**config.mk**
```make
export PLATFORM = sky130hd
export DESIGN_NAME = alu_seq
export DESIGN_NICKNAME = d
export VERILOG_FILES = /design/src/rtl/alu_seq.sv
export SDC_FILE = /design/constraint.sdc
export NUM_CORES = 1
export LEC_CHECK = 0
export ABC_CLOCK_PERIOD_IN_PS = 11080
export BUFFER_PORTS_ARGS = -buffer_cell sky130_fd_sc_hd__buf_2
export CAP_MARGIN = 0
export CORE_AREA = 2 2 92 94
export DETAILED_ROUTE_END_ITERATION = 10
export DIE_AREA = 0 0 94 96
export HOLD_SLACK_MARGIN = 0.03
export PLACE_DENSITY = 0.77
export SYNTH_ARGS = -nofsm -noshare
export SYNTH_HDL_FRONTEND = slang
export SYNTH_SLANG_ARGS = --single-unit
```
**constraint.sdc**
```tcl
create_clock -name CLK -period 11.08 [get_ports CLK]
set_input_delay 1.108 -clock CLK [delete_from_list [all_inputs] [get_ports CLK]]
set_output_delay 1.108 -clock CLK [all_outputs]
set_load 0.01 [all_outputs]
```
**src/rtl/alu_seq.sv**
```systemverilog
// Clocked ALU with registered result/flags, carry chaining and a W-cycle
// unsigned shift-add multiply that returns a double-width product.
module alu_seq #(
  parameter int W  = 8,
  parameter int CW = 4
) (
  input  logic         CLK,
  input  logic         Reset,
  input  logic         START,
  input  logic [2:0]   OP,
  input  logic [W-1:0] INPUTA,
  input  logic [W-1:0] INPUTB,
  input  logic         SC_IN,
  input  logic         USE_C,
  output logic [W-1:0] OUT,
  output logic [W-1:0] OUT_HI,
  output logic         SC_OUT,
  output logic         ZERO,
  output logic         BEVEN,
  output logic         BUSY,
  output logic         DONE
);

  localparam logic [2:0] OP_AND = 3'd0;
  localparam logic [2:0] OP_LSH = 3'd1;
  localparam logic [2:0] OP_RSH = 3'd2;
  localparam logic [2:0] OP_XOR = 3'd3;
  localparam logic [2:0] OP_ADD = 3'd4;
  localparam logic [2:0] OP_SUB = 3'd5;
  localparam logic [2:0] OP_MUL = 3'd6;

  typedef enum logic {IDLE, MUL_RUN} state_t;

  state_t          state_q, state_d;
  logic [CW-1:0]   cnt_q, cnt_d;
  logic [2*W-1:0]  mcand_q, mcand_d;
  logic [W-1:0]    mplier_q, mplier_d;
  logic [2*W-1:0]  acc_q, acc_d;
  logic            bev_pend_q, bev_pend_d;
  logic [W-1:0]    out_q, out_d;
  logic [W-1:0]    out_hi_q, out_hi_d;
  logic            sc_q, sc_d;
  logic            zero_q, zero_d;
  logic            beven_q, beven_d;
  logic            busy_q, busy_d;
  logic            done_q, done_d;

  logic            cin;
  logic [W-1:0]    b_op;
  logic [W:0]      sum;
  logic [2*W-1:0]  acc_next;

  always_comb begin
    state_d    = state_q;
    cnt_d      = cnt_q;
    mcand_d    = mcand_q;
    mplier_d   = mplier_q;
    acc_d      = acc_q;
    bev_pend_d = bev_pend_q;
    out_d      = out_q;
    out_hi_d   = out_hi_q;
    sc_d       = sc_q;
    zero_d     = zero_q;
    beven_d    = beven_q;
    busy_d     = busy_q;
    done_d     = 1'b0;

    cin      = USE_C ? sc_q : SC_IN;
    // SUB reuses the adder with inverted B; carry out of 1 means no borrow
    b_op     = (OP == OP_SUB) ? ~INPUTB : INPUTB;
    sum      = {1'b0, INPUTA} + {1'b0, b_op} + (W+1)'(cin);
    acc_next = acc_q + (mplier_q[0] ? mcand_q : {(2*W){1'b0}});

    case (state_q)
      IDLE: begin
        if (START) begin
          if (OP == OP_MUL) begin
            state_d    = MUL_RUN;
            cnt_d      = '0;
            mcand_d    = {{W{1'b0}}, INPUTA};
            mplier_d   = INPUTB;
            acc_d      = '0;
            bev_pend_d = ~INPUTB[0];
            busy_d     = 1'b1;
          end else begin
            done_d   = 1'b1;
            beven_d  = ~INPUTB[0];
            out_hi_d = '0;
            case (OP)
              OP_AND: begin out_d = INPUTA & INPUTB; sc_d = 1'b0; end
              OP_XOR: begin out_d = INPUTA ^ INPUTB; sc_d = 1'b0; end
              OP_LSH: {sc_d, out_d} = {INPUTA, cin};
              OP_RSH: {out_d, sc_d} = {cin, INPUTA};
              OP_ADD, OP_SUB: {sc_d, out_d} = sum;
              default: out_hi_d = out_hi_q;
            endcase
            zero_d = ({out_hi_d, out_d} == '0);
          end
        end
      end
      MUL_RUN: begin
        acc_d    = acc_next;
        mcand_d  = mcand_q << 1;
        mplier_d = mplier_q >> 1;
        cnt_d    = cnt_q + 1'b1;
        if (cnt_q == CW'(W-1)) begin
          state_d  = IDLE;
          cnt_d    = '0;
          busy_d   = 1'b0;
          done_d   = 1'b1;
          out_d    = acc_next[W-1:0];
          out_hi_d = acc_next[2*W-1:W];
          sc_d     = |acc_next[2*W-1:W];
          zero_d   = (acc_next == '0);
          beven_d  = bev_pend_q;
        end
      end
      default: state_d = IDLE;
    endcase
  end

  always_ff @(posedge CLK) begin
    if (Reset) begin
      state_q    <= IDLE;
      cnt_q      <= '0;
      mcand_q    <= '0;
      mplier_q   <= '0;
      acc_q      <= '0;
      bev_pend_q <= 1'b0;
      out_q      <= '0;
      out_hi_q   <= '0;
      sc_q       <= 1'b0;
      zero_q     <= 1'b0;
      beven_q    <= 1'b0;
      busy_q     <= 1'b0;
      done_q     <= 1'b0;
    end else begin
      state_q    <= state_d;
      cnt_q      <= cnt_d;
      mcand_q    <= mcand_d;
      mplier_q   <= mplier_d;
      acc_q      <= acc_d;
      bev_pend_q <= bev_pend_d;
      out_q      <= out_d;
      out_hi_q   <= out_hi_d;
      sc_q       <= sc_d;
      zero_q     <= zero_d;
      beven_q    <= beven_d;
      busy_q     <= busy_d;
      done_q     <= done_d;
    end
  end

  assign OUT    = out_q;
  assign OUT_HI = out_hi_q;
  assign SC_OUT = sc_q;
  assign ZERO   = zero_q;
  assign BEVEN  = beven_q;
  assign BUSY   = busy_q;
  assign DONE   = done_q;

endmodule

```
## Yosys cells after proc, flatten, opt, wreduce, memory -nomap -nowiden

Cells that the tools add are included.

| storage, ports and cells | value |
|---|---|
| register bits | 67 |
| input bits | 24 |
| logic and storage cells | 103 |

| operators by class | value |
|---|---|
| add/sub/neg operators | 4 |
| equality and inequality tests | 12 |
| multiplexer cells | 57 |
| bitwise gates (word level) | 5 |
| reduce and logical (&&, ||, !) cells | 12 |

Operator list:

| cell | count |
|---|---|
| $mux W8 | 16 |
| $mux W16 | 5 |
| $pmux W16 S2 | 2 |
| $pmux W8 S2 | 3 |
| $pmux W8 S5 | 1 |
| $logic_not A16 Y1 | 2 |
| $mux W1 | 19 |
| $add A16 B16 Y16 | 1 |
| $mux W4 | 3 |
| $pmux W1 S2 | 6 |
| $add A8 B8 Y9 | 1 |
| $add A9 B1 Y9 | 1 |
| $eq A3 B3 Y1 const B | 3 |
| $reduce_and A3 Y1 | 3 |
| $and A8 B8 Y8 | 1 |
| $not A8 Y8 | 1 |
| $pmux W4 S2 | 1 |
| $reduce_or A8 Y1 | 1 |
| $xor A8 B8 Y8 | 1 |
| $eq A3 B2 Y1 const B | 2 |
| $ne A2 B2 Y1 const B | 3 |
| $reduce_or A6 Y1 | 1 |
| $ne A5 B2 Y1 const B | 1 |
| $add A4 B1 Y4 const B | 1 |
| other kinds (9) | 11 |

## Depth between registers and ports, before layout

| logic depth | value |
|---|---|
| word-level depth | 12 |
| depth in mapped cells | 13 |

## Least setup slack after synthesis

OpenSTA, ideal clock, no wires.

| timing | value |
|---|---|
| kind | input-to-reg |
| start point | in OP[2] |
| end point | reg zero_q, in the netlist ZERO |
| setup time | 0.115 ns |
| data arrival time | 4.353 ns |
| required time | 10.965 ns |
| slack | 6.611 ns |
| stages | 13 |
| buffers on the path | 1 |
| cell sequence | buf_2 > nor2b_1 > nand2_1 > xnor2_1 > fa_1 > fa_1 > a211oi_1 > nor2_1 > xnor2_1 > mux4_2 > nor3b_1 > a41o_1 > a31o_1 |

| on the way | value |
|---|---|
| longest elaborated chain between the ends | 12 |

RTL lines:

| element | line | RTL |
|---|---|---|
| start, declared | 10 | `input logic [2:0] OP,` |
| $eq A3 B3 Y1 | 70, 89 |  |
| $mux W8 | 70 | `b_op = (OP == OP_SUB) ? ~INPUTB : INPUTB;` |
| $add A8 B8 Y9 | 71 | `sum = {1'b0, INPUTA} + {1'b0, b_op} + (W+1)'(cin);` |
| $add A9 B1 Y9 | 71 |  |
| $pmux W8 S5 | 89 | `case (OP)` |
| $mux W8 | 77 | `if (OP == OP_MUL) begin` |
| $mux W8 | 76 | `if (START) begin` |
| $mux W8 | 74 | `case (state_q)` |
| $logic_not A16 Y1 | 97 | `zero_d = ({out_hi_d, out_d} == '0);` |
| $mux W1 | 77 |  |
| $mux W1 | 76 |  |
| $pmux W1 S2 | 74 |  |
| end signal, assigned | 147 | `zero_q <= zero_d;` |
| end, declared | 43 | `logic zero_q, zero_d;` |

Several ways; a longest one is shown, not always the timed one. The select of a mux whose other input is x is not followed.
A chain may end at the register's enable or synchronous reset.

## Worst setup path in the final report

| timing | value |
|---|---|
| start point | in OP[1] |
| end point | reg zero_q, in the netlist ZERO |

Same word-level chain as after synthesis.

==> results <==
- The run finished with clean final reports.
- The final setup skew is roughly 0.021 ns.
- In this run, synthesis produced a sequential element count of 67.
- STA puts the critical path data required time at 11.32 ns.
- Clock tree synthesis selected as its root buffer the cell sky130_fd_sc_hd__clkbuf_8.
- The number of hold-slack violations in the final timing report came to 0.
- The detailed-routing iteration count for the pre-antenna-repair pass is 4.
- The post-route minimum period is 4.51 ns.
- In this run the most critical hold path is launched from BEVEN.
- The aggregate global-route resource usage is 25.7%.
- The final antenna-violating net count is 0.
- Entering global routing, the biggest net connects 52 pins.
- Once the floorplan was initialized, standard cells occupied 54.7% of the core.
- The total clock buffers created by CTS is 9.
- In this run the cell area of the synthesized design comes to 0.00440 mm².
- Yosys mapped the design onto 71 distinct sky130hd cell types.
- The post-route netlist has 18.5% of its cells at a drive strength greater than 1.
- The library cells used most frequently in the layout, excluding fill and tap cells, are sky130_fd_sc_hd__dfxtp_1, sky130_fd_sc_hd__nor2_1, sky130_fd_sc_hd__buf_2, sky130_fd_sc_hd__nand2_1, sky130_fd_sc_hd__a21oi_1.
- Of the total power, the clock network draws 35.0%.
- The floorplan core area is ~0.008 mm².
- The number of global-route vias before repair came to 3643.
- The number of warnings issued by yosys is 0.
- The slowest library cell on the worst path is sky130_fd_sc_hd__fa_1.
- The cell family with the largest share of critical-path delay is simple AND/OR/NAND/NOR gates.
- The area enclosed by the die boundary is 0.00902 mm².
- Routability-driven placement finished with a final weighted congestion of between 0.9 and 1.
- 0 antenna diodes ended up in the layout.
- The layout-stage area growth over the synthesis result is 9.07%.
- Traced cell by cell, the critical path runs through buf_2 > nor2b_1 > nand2_1 > xnor2_1 > fa_1 > fa_1 > a211oi_1 > nor2_1 > xnor2_1 > mux4_2 > nor3b_1 > a41o_1 > a31o_1.
- The worst hold path was traced through 2 stages.
- In this run the critical register-to-register path is launched from mplier_q[0].
- The hold-critical path endpoint is BEVEN.
- The met2 layer wire length in the routed design is 5330 µm.
- The tightest hold path in the finished design has a slack of 0.456 ns.
- At the pin with the least slew margin, the transition time is 1.07 ns.
- The element type at the critical path end is a flip-flop.
- The initial antenna violation count is 0.
- The count of input and output buffers is 44.
- The number of maximum-capacitance violations is 0.
- The share of total power in combinational logic is 17.3%.
- The leakage power is around 2 nW.
- The routed wirelength normalized by instance count is 17.4 µm.
- The number of H-tree levels is 3.
- The cell count after placement is 630.
- The final max-slew violation count is 0.
- The maximum single-stage delay on the critical path is 0.45 ns.
- The switching power of the nets is 0.164 mW.
- The average footprint of a synthesized cell is 8.72 µm².
- The worst setup path is launched from an input pin.
- The setup path with the least slack is of type in2reg.
- After routing, the total negative slack on setup checks comes to 0 ns.
- Data on the critical path arrives at its endpoint at 4.75 ns.
- The clock latency of the later-clocked register in the worst-skew pair is 0.36 ns.
- In the finished design, the share of the clock period the worst path needs comes to 40.7%.
- After legalization and detailed placement, the total HPWL measured 8270 µm.
- The boundary pin count is 45.
- After detailed routing, the wire length on met1 is 4960 µm.
- Sequential cells were found to cover a little under a third of the synthesized design area.
- The cell count of the worst reg-to-reg path is 10.
- The minimum setup slack in the final design is 6.57 ns.
- OpenSTA, run right after detailed placement, puts the worst setup slack at 6.26 ns.
- Of the total power, registers draw 47.7%.
- Setup repair after global routing left no endpoint under its margin.
- The number of hold buffers added after CTS was 0.
- The final setup violation count is 0.
- Dividing the detail-routed via count by the number of cells gives around 6.
- The worst register-to-register path ends at ZERO.
- The path type of the worst min-delay path is reg2reg.
- The most used flip-flop cell after synthesis is sky130_fd_sc_hd__dfxtp_1.
- The instance count of the mapped netlist is 505.
- The count of cells in the finished layout, fillers not included, comes to 646.
- The CTS tree is done.
- The worst pin sits at a relative slew slack of between 20% and 30%.
- The reg2reg setup slack is 7.86 ns.
- Net switching is 30.7% of the power.
- The final layout contains 594 nets.
- Counting flops with a built-in enable in the synthesized netlist gives 0.
- The total length of routed wires is around 11000 µm.
- In this run the deepest clock path goes through 2 buffers.
- The highest attainable clock frequency is 222 MHz.
- The number of DRC violations after detailed-routing iteration 0 is 169.
- The most common cell after layout, fill and taps aside is sky130_fd_sc_hd__dfxtp_1.
- The largest fanout on the critical path is 20.
- When the netlist entered floorplanning its net count stood at 563.
- The total vias in the final route is 3945.
- The first global-routing pass estimated ~18000 µm of wire.
- The post-cts gate resize count is 0.
- After global routing the overflow that remains totals 0.
- Cell internal power was estimated by the tool at 0.370 mW.
- In the detailed route, the total length drawn on met3 is 694 µm.
- After detailed routing, the number of remaining DRC violations is 0.
- Counting both buffers and inverters, the worst setup path holds a total of 1.
- After floorplanning, the core was divided into 33 placement rows.
- In this run the top signal layer used is met4.
- The maximum vdd drop is 0.0607 mV.
- The power density over cell area is 111 mW/mm².
- Buffers added to address setup during post-CTS repair amount to 0.
- The die is 94 µm wide.
- The CTS clock-pin slew for the worst setup and hold paths is 0.07 ns.
- The number of clock sinks is 67.
- Measured along the y axis, the die boundary spans 96 µm.
- Of all flip-flops after synthesis, the portion carrying an async set or reset was 0%.
sequential cells by signal, indices dropped and copies added, names as in the netlist:
name,count
OUT,8
cnt_q,4
state_q,1
BEVEN,1
bev_pend_q,1
OUT_HI,8
ZERO,1
DONE,1
mcand_q,16
acc_q,16
BUSY,1
SC_OUT,1
mplier_q,8
final cells by class:
class | count | area, µm²
clock inverter | 7 | 52.6
clock buffer | 9 | 124
inverter | 15 | 56.3
tap | 105 | 131
fill | 721 | 3250
timing repair buffer | 46 | 235
sequential | 67 | 1340
multi-input combinational | 397 | 2860
cell families after synthesis:
family	synth area share, %
xor gates and xnor gates	5.54
AOI/OAI and AO/OA	24.1
and+or+nand+nor	18.9
adders and majority gates	10.2
muxes	6.25
buffers and inverters	4.55
DFF	30.5
worst reg2reg max path, cell delays in order (launching register included):
cell and delay, ns:
sky130_fd_sc_hd__dfxtp_1 0.48, sky130_fd_sc_hd__and2_1 0.23, sky130_fd_sc_hd__ha_1 0.20, sky130_fd_sc_hd__fa_1 0.44, sky130_fd_sc_hd__a211oi_1 0.23, sky130_fd_sc_hd__nor2_1 0.15, sky130_fd_sc_hd__a2111oi_0 0.37, sky130_fd_sc_hd__nor3_1 0.13
sky130_fd_sc_hd__xor2_1 0.50, sky130_fd_sc_hd__nor2_1 0.14, sky130_fd_sc_hd__a31o_1 0.24
routing by layer:
layer | up-vias | GRT usage [%]
met5 | - | 0
met4 | 0 | 10.5
met3 | 20 | 6.19
met2 | 118 | 41.6
met1 | 1870 | 33.1
li1 | 1937 | -
worst max-delay path by stage:
stage,start,end,slack [ns],depth (start not counted)
floorplan,OP[2],ZERO,6.61,13
global placement,OP[1],ZERO,6.34,13
detailed placement,OP[1],ZERO,6.26,13
CTS,OP[1],ZERO,6.60,13
global route,OP[1],ZERO,6.35,13
finish,OP[1],ZERO,6.57,13
cell usage after synthesis (13+ instances only):
cell | instances | area share (%)
sky130_fd_sc_hd__nand2_1 | 43 | 3.7
sky130_fd_sc_hd__and2_1 | 16 | 2.3
sky130_fd_sc_hd__xnor2_1 | 20 | 4.0
sky130_fd_sc_hd__clkbuf_1 | 17 | 1.4
sky130_fd_sc_hd__nor2_1 | 55 | 4.7
sky130_fd_sc_hd__ha_1 | 31 | 8.8
sky130_fd_sc_hd__dfxtp_1 | 67 | 30
sky130_fd_sc_hd__o21ai_0 | 15 | 1.7
sky130_fd_sc_hd__a21oi_1 | 38 | 4.3
sky130_fd_sc_hd__inv_1 | 13 | 1.1
sky130_fd_sc_hd__nor3_1 | 15 | 1.7
sky130_fd_sc_hd__a22oi_1 | 19 | 3.2
through the flow:
| stage | power, mW | utilization (%) | cell area (µm²) |
|---|---|---|---|
| 2_1_floorplan | 0.325 | - | 4400 |
| 3_3_place_gp | 0.349 | 57.5 | 4630 |
| 3_5_place_dp | 0.351 | 57.5 | 4630 |
| 4_1_cts | 0.537 | 59.6 | 4800 |
| 5_1_grt | 0.558 | 59.6 | 4800 |
| 6_report | 0.533 | 59.6 | 4800 |
power by group through the flow:
stage / logic [mW] / clock network [mW] / registers, mW
after detailed placement: 0.0912 / 0 / 0.260
final: 0.0922 / 0.187 / 0.254
after floorplan: 0.0653 / 0 / 0.259
after global routing: 0.102 / 0.200 / 0.255
after global placement: 0.0894 / 0 / 0.260
after CTS: 0.0916 / 0.191 / 0.254
Power figures use the tool's default switching activity.
